**src/rtl/png_pkg.sv**
```systemverilog
// Shared types and widths for the PNG stream arbiter slice.
package png_pkg;

  localparam int PNG_W_BITS   = 14;
  localparam int PNG_H_BITS   = 32;
  localparam int PNG_EXP_BITS = PNG_W_BITS + PNG_H_BITS;

  typedef struct packed {
    logic [7:0] r;
    logic [7:0] g;
    logic [7:0] b;
    logic [7:0] a;
  } pixel_t;

  typedef enum logic {
    IDLE   = 1'b0,
    STREAM = 1'b1
  } arb_state_e;

endpackage

```
**src/rtl/png_tag_fifo.sv**
```systemverilog
// Small show-ahead FIFO of channel tags: the head is visible combinationally so
// a pop can hand the tag to the output stage in the same cycle.
module png_tag_fifo
  import png_pkg::*;
#(
  parameter int W     = 2,
  parameter int DEPTH = 4
) (
  input  logic         clk,
  input  logic         rst,
  input  logic         push,
  input  logic [W-1:0] wdata,
  input  logic         pop,
  output logic [W-1:0] rdata,
  output logic         full,
  output logic         empty
);

  localparam int AW   = (DEPTH > 1) ? $clog2(DEPTH) : 1;
  localparam int CNTW = $clog2(DEPTH) + 1;
  localparam logic [CNTW-1:0] DEPTH_C = CNTW'(DEPTH);
  localparam logic [AW-1:0]   LAST_C  = AW'(DEPTH - 1);

  logic [W-1:0]    mem [DEPTH];
  logic [AW-1:0]   wr_ptr_reg;
  logic [AW-1:0]   rd_ptr_reg;
  logic [CNTW-1:0] count_reg;
  logic            do_push;
  logic            do_pop;

  assign full    = (count_reg == DEPTH_C);
  assign empty   = (count_reg == '0);
  // A push while full or a pop while empty is dropped.
  assign do_push = push && !full;
  assign do_pop  = pop && !empty;
  assign rdata   = mem[rd_ptr_reg];

  // Tag storage; contents need no reset because count gates every read.
  always_ff @(posedge clk) begin
    if (do_push) begin
      mem[wr_ptr_reg] <= wdata;
    end
  end

  // Pointer and occupancy bookkeeping; simultaneous push/pop keeps the count.
  always_ff @(posedge clk or posedge rst) begin
    if (rst) begin
      wr_ptr_reg <= '0;
      rd_ptr_reg <= '0;
      count_reg  <= '0;
    end else begin
      if (do_push) begin
        wr_ptr_reg <= (wr_ptr_reg == LAST_C) ? '0 : wr_ptr_reg + 1'b1;
      end
      if (do_pop) begin
        rd_ptr_reg <= (rd_ptr_reg == LAST_C) ? '0 : rd_ptr_reg + 1'b1;
      end
      case ({do_push, do_pop})
        2'b10:   count_reg <= count_reg + 1'b1;
        2'b01:   count_reg <= count_reg - 1'b1;
        default: count_reg <= count_reg;
      endcase
    end
  end

endmodule

```
**src/rtl/png_stream_arbiter.sv**
```systemverilog
// Shares one hard_png decoder between NCH byte-stream requesters. A requester
// owns the decoder input for a whole file; decoder outputs are tagged with the
// channel that supplied the file, using a queue of granted channels.
module png_stream_arbiter
  import png_pkg::*;
#(
  parameter int  NCH        = 4,
  parameter int  TAGQ_DEPTH = 4,
  localparam int CW         = $clog2(NCH)
) (
  input  logic                  clk,
  input  logic                  rst,
  input  logic [NCH-1:0]        req_valid,
  output logic [NCH-1:0]        req_ready,
  input  logic [NCH*8-1:0]      req_byte,
  input  logic [NCH-1:0]        req_last,
  output logic                  dec_ivalid,
  input  logic                  dec_iready,
  output logic [7:0]            dec_ibyte,
  input  logic                  dec_newframe,
  input  logic [1:0]            dec_colortype,
  input  logic [PNG_W_BITS-1:0] dec_width,
  input  logic [PNG_H_BITS-1:0] dec_height,
  input  logic                  dec_ovalid,
  input  logic [31:0]           dec_pixel,
  output logic                  onewframe,
  output logic [1:0]            ocolortype,
  output logic [PNG_W_BITS-1:0] owidth,
  output logic [PNG_H_BITS-1:0] oheight,
  output logic                  ovalid,
  output logic [31:0]           opixel,
  output logic [CW-1:0]         ochan,
  output logic                  oframe_done,
  output logic                  busy,
  output logic                  tag_err
);

  arb_state_e              state_reg, state_next;
  logic [CW-1:0]           grant_reg, grant_next;
  logic [CW-1:0]           rr_ptr_reg, rr_ptr_next;
  logic [CW-1:0]           sel_chan;
  logic                    sel_found;
  logic [CW:0]             scan_idx;
  logic                    q_push, q_full, q_empty;
  logic [CW-1:0]           q_head;
  logic                    beat;
  logic [7:0]              ch_byte [NCH];

  logic                    onewframe_reg;
  logic [1:0]              ocolortype_reg;
  logic [PNG_W_BITS-1:0]   owidth_reg;
  logic [PNG_H_BITS-1:0]   oheight_reg;
  logic                    ovalid_reg;
  pixel_t                  opixel_reg;
  logic [CW-1:0]           cur_chan_reg;
  logic                    oframe_done_reg;
  logic                    tag_err_reg;
  logic [PNG_EXP_BITS-1:0] exp_reg;
  logic [PNG_EXP_BITS-1:0] pcnt_reg;
  logic [PNG_EXP_BITS-1:0] pcnt_inc;

  // Per-channel byte lanes and the grant-steered ready fan-out.
  for (genvar gi = 0; gi < NCH; gi++) begin : g_ch
    assign ch_byte[gi]   = req_byte[8*gi +: 8];
    assign req_ready[gi] = (state_reg == STREAM) && (grant_reg == CW'(gi)) && dec_iready;
  end

  // The granted channel drives the decoder straight through, no register.
  assign dec_ivalid = (state_reg == STREAM) && req_valid[grant_reg];
  assign dec_ibyte  = (state_reg == STREAM) ? ch_byte[grant_reg] : 8'h00;
  assign beat       = dec_ivalid && dec_iready;
  assign busy       = (state_reg == STREAM) || !q_empty;

  // Round-robin pick: scan from the farthest offset inward so the channel
  // closest to rr_ptr is the one left standing.
  always_comb begin
    sel_found = 1'b0;
    sel_chan  = '0;
    scan_idx  = '0;
    for (int k = NCH - 1; k >= 0; k--) begin
      scan_idx = {1'b0, rr_ptr_reg} + (CW+1)'(k);
      if (scan_idx >= (CW+1)'(NCH)) begin
        scan_idx = scan_idx - (CW+1)'(NCH);
      end
      if (req_valid[scan_idx[CW-1:0]]) begin
        sel_found = 1'b1;
        sel_chan  = scan_idx[CW-1:0];
      end
    end
  end

  // Grant FSM: one idle cycle to grant, then hold the grant until the file ends.
  always_comb begin
    state_next  = state_reg;
    grant_next  = grant_reg;
    rr_ptr_next = rr_ptr_reg;
    q_push      = 1'b0;
    case (state_reg)
      IDLE: begin
        // A full tag queue would lose the owner of a future frame, so wait.
        if (sel_found && !q_full) begin
          grant_next = sel_chan;
          q_push     = 1'b1;
          state_next = STREAM;
        end
      end
      STREAM: begin
        if (beat && req_last[grant_reg]) begin
          state_next  = IDLE;
          rr_ptr_next = (grant_reg == CW'(NCH - 1)) ? '0 : grant_reg + 1'b1;
        end
      end
      default: state_next = IDLE;
    endcase
  end

  // FSM state, grant and round-robin pointer registers.
  always_ff @(posedge clk or posedge rst) begin
    if (rst) begin
      state_reg  <= IDLE;
      grant_reg  <= '0;
      rr_ptr_reg <= '0;
    end else begin
      state_reg  <= state_next;
      grant_reg  <= grant_next;
      rr_ptr_reg <= rr_ptr_next;
    end
  end

  // Channels in grant order; the decoder emits frames in that same order.
  png_tag_fifo #(
    .W     (CW),
    .DEPTH (TAGQ_DEPTH)
  ) u_tagq (
    .clk   (clk),
    .rst   (rst),
    .push  (q_push),
    .wdata (sel_chan),
    .pop   (dec_newframe),
    .rdata (q_head),
    .full  (q_full),
    .empty (q_empty)
  );

  assign pcnt_inc = pcnt_reg + 1'b1;

  // Output register stage, frame ownership and pixel counting.
  always_ff @(posedge clk or posedge rst) begin
    if (rst) begin
      onewframe_reg   <= 1'b0;
      ocolortype_reg  <= '0;
      owidth_reg      <= '0;
      oheight_reg     <= '0;
      ovalid_reg      <= 1'b0;
      opixel_reg      <= '0;
      cur_chan_reg    <= '0;
      oframe_done_reg <= 1'b0;
      tag_err_reg     <= 1'b0;
      exp_reg         <= '0;
      pcnt_reg        <= '0;
    end else begin
      onewframe_reg   <= dec_newframe;
      ovalid_reg      <= dec_ovalid;
      opixel_reg      <= dec_pixel;
      oframe_done_reg <= 1'b0;
      if (dec_newframe) begin
        ocolortype_reg <= dec_colortype;
        owidth_reg     <= dec_width;
        oheight_reg    <= dec_height;
        exp_reg        <= PNG_EXP_BITS'(dec_width) * PNG_EXP_BITS'(dec_height);
        pcnt_reg       <= '0;
        // A frame nobody was granted for keeps the previous owner and is flagged.
        if (q_empty) begin
          tag_err_reg <= 1'b1;
        end else begin
          cur_chan_reg <= q_head;
        end
      end else if (dec_ovalid) begin
        pcnt_reg        <= pcnt_inc;
        oframe_done_reg <= (exp_reg != '0) && (pcnt_inc == exp_reg);
      end
    end
  end

  assign onewframe   = onewframe_reg;
  assign ocolortype  = ocolortype_reg;
  assign owidth      = owidth_reg;
  assign oheight     = oheight_reg;
  assign ovalid      = ovalid_reg;
  assign opixel      = opixel_reg;
  assign ochan       = cur_chan_reg;
  assign oframe_done = oframe_done_reg;
  assign tag_err     = tag_err_reg;

endmodule

```
**config.mk**
```make
export PLATFORM = sky130hd
export DESIGN_NAME = png_stream_arbiter
export DESIGN_NICKNAME = d
export VERILOG_FILES = /design/src/rtl/png_pkg.sv /design/src/rtl/png_tag_fifo.sv /design/src/rtl/png_stream_arbiter.sv
export SDC_FILE = /design/constraint.sdc
export NUM_CORES = 1
export LEC_CHECK = 0
export ABC_AREA = 1
export CAP_MARGIN = 0
export CORE_MARGIN = 1
export CORE_UTILIZATION = 45
export DETAILED_ROUTE_END_ITERATION = 8
export PLACE_DENSITY = 0.75
export SLEW_MARGIN = 0
export SYNTH_ARGS = -nofsm -noshare
export SYNTH_HDL_FRONTEND = slang
export SYNTH_SLANG_ARGS = --single-unit
```
**constraint.sdc**
```tcl
create_clock -name clk -period 16.16 [get_ports clk]
set_clock_uncertainty 0.2 [all_clocks]
set_input_delay 3.232 -clock clk [delete_from_list [all_inputs] [get_ports clk]]
set_output_delay 3.232 -clock clk [all_outputs]
set_load 0.02 [all_outputs]
```
==> impl_metrics.toml <==
[global_route]
antenna_found_initial = 0
grt.overflow.total = 0
grt_pass1_vias = 22500
grt_pass1_wl_um = 113000
grt_start_max_net_pins = 125
track_usage_pct = 25.1

[place]
io_buffers = 224
gp_congestion = 1.01
dp_cells = 4150
dp_hpwl_um = 52500
pre_cts_ws_ns = 6.27

[cells_and_area]
nets = 4077
seqCellArea_um2 = 4990
fin_cells = 4182
fillers = 5167
drive_gt1_share_pct = 2.73
antenna_cells = 0
area.growth.synth_to_final_pct = 13.6
utilization_pct = 52.2
multi_input_area_um2 = 16700

[cts]
cts_hold_buf = 0
numCtsBuffers = 17
cts-resized-gates = 0
clock_latency_ns = 0.51
root_buffer = "clkbuf_16"
h-tree-depth = 4
cts_tree = "built"
clockBufferDepth = 2
cts.sinks = 198
cts.clk_slew.worst_paths_ns = 0.09
cts_setup_buffers = 0

[yosys]
ys_types = 49
ys.warnings.count = 0
yosys.area.top_type_share_pct = 28.7
synth_edf_count = 8
postSynthAreaPerCell_um2 = 7.47
ys_async_sr_fraction_pct = 96.0
synthTopCellsByArea = "fa_1, dfrtp_1, nand2_1"
ys_ff_latch = 198
synth_area_um2 = 24900
seq_area_frac_synth_pct = 20.0
synth_fp_nets = 3943
yosys.area.top_type = "fa_1"
yosys_most_used_dff = "dfrtp_1"
syn_inst = 3339

[worst_hold_path]
hp-class = "reg -> reg"

[outcome]
status = "complete, no violations"

[worst_setup_path]
path_class = "in -> reg"
path_buf_inv = 6
max_stage_delay_ns = 0.98
critPathMaxFanout = 15
cp-start-kind = "input pin"
cp-end-kind = "flop"
worstPathRequired_ns = 16.33
crit_family = "adder cells"
cp.arrival_ns = 9.61
cp_slowest_cell = "clkdlybuf4s50_1"
crit_top_cell = "fa_1"
cp_cell_sequence = "clkdlybuf4s50_1 -> nand2_1 -> fa_1 -> fa_1 -> inv_1 -> fa_1 -> fa_1 -> fa_1 -> inv_1 -> fa_1 -> inv_1 -> ha_1 -> nand2_1 -> nor2_1 -> inv_1 -> nor2_1 -> inv_1 -> nor4b_1 -> a21oi_1 -> xor2_1 -> o21ai_0"

[sta]
setup_viol_count_final = 0
fin_ws_ns = 6.72
rsz0062_at_grt = "false"
drv_slew = 0
final-hold-violation-count = 0
min_period_ns = 9.44
tns_ns = 0
fin_crit_sh_pct = 58.4
fmaxAchievable_mhz = 106
slew_headroom_pct = 37.3
worst_slew_pin_slew_ns = 0.940

[die]
dieHeight_um = 237
rows = 85
die_w_um = 237
ios = 225
dieArea_um2 = 56300
fp.coreArea_um2 = 54200
start_util_pct = 46.0

[job]
maxCapViolations = 0

[route]
drc = 0
routed_wl_um = 68300
drtAntennaViolNets = 0
wl_per_cell_um = 16.3
num_vias = 21600
drt_iter0_drc = 1720
drt_pass1_iterations = 5
vias_per_cell = 5.16
-- worst reg2reg max path, stage by stage (launching register included) --
cell,delay [ns]
dfrtp_1,0.50
inv_1,0.13
or2_2,0.28
o21ai_0,0.12
inv_1,0.09
nor2_1,0.15
nand3_1,0.11
nand3_2,0.18
ha_1,0.18
inv_1,0.07
fa_1,0.39
a21oi_1,0.15
o21ai_0,0.11
xor2_1,0.15
-- per-layer routing --
layer  global-route usage [%]  wire, um
met1                     32.6     28400
met2                     43.2     33500
met3                     4.44      4970
met4                     6.80      1510
met5                        0         0
-- cell usage in the layout (no fill, tap or decap), drive strengths merged, types with 29 or more instances in the layout --
cell type and count:
nand3 113, o22ai 36, a21oi 67, nor2 268, nand2 1006, ha 121
xor2 29, o21ai 138, nand4 30, clkdlybuf4s50 220, inv 749, fa 358
dfrtp 190
-- worst paths after layout --
kind                                                 from                               to  slack (ns)  depth (start not counted)
worst max-delay path                       dec_height[10]          exp_reg[19]$_DFFE_PP0P_        6.72                         21
worst min-delay path               oheight[3]$_DFFE_PP0P_           oheight[3]$_DFFE_PP0P_        0.27                          2
worst max register to register  rr_ptr_reg[0]$_DFFE_PP0P_  u_tagq.count_reg[2]$_DFFE_PP0P_       13.22                         13
worst min register to register     oheight[3]$_DFFE_PP0P_           oheight[3]$_DFFE_PP0P_        0.27                          2
max in group asynchronous                             rst           oheight[9]$_DFFE_PP0P_       11.15                          3
min in group asynchronous                             rst             opixel[10]$_DFF_PP0_        3.12                          2
-- metrics by stage --
step	hold slack, ns	area (um2)
finish	0.272	28300
global route	0.292	28300
CTS	0.277	28300
detailed placement	0.257	27700
global placement	0.253	27700
floorplan	0.268	24900
-- cells by family after synthesis --
family	count (synthesis)	share of synthesized area, %
fa+ha+maj	479	34.8
buf+inv	870	13.1
compound gates	278	6.09
simple gates	1460	23.8
mux	1	0.0402
xor+xnor	53	2.07
flops	198	20.0
-- cell type report --
type / instances / share of cell area (%)
flip-flops and latches: 198 / 17.6
well taps: 696 / 3.08
clock buffers: 18 / 1.55
repair buffers: 240 / 8.28
clock inverters: 14 / 0.694
inverters: 745 / 9.91
multi-input cells: 2271 / 58.9
-- synth_stat cells, types with 5 or more instances --
cell type	count
a21o_1	10
a21oi_1	67
a31oi_1	11
clkbuf_1	123
dfrtp_1	190
edfxtp_1	8
fa_1	358
ha_1	121
inv_1	740
nand2_1	999
nand2_2	6
nand3_1	110
nand3b_1	10
nand4_1	30
nor2_1	254
nor2_2	6
nor2_4	6
nor3_1	12
o21ai_0	132
o21ai_1	5
o21bai_1	7
o22ai_1	36
or2_2	11
xnor2_1	21
xor2_1	28
Power is not shown: default switching activity piles up to over one toggle a cycle in this logic, so the estimate is an artifact.
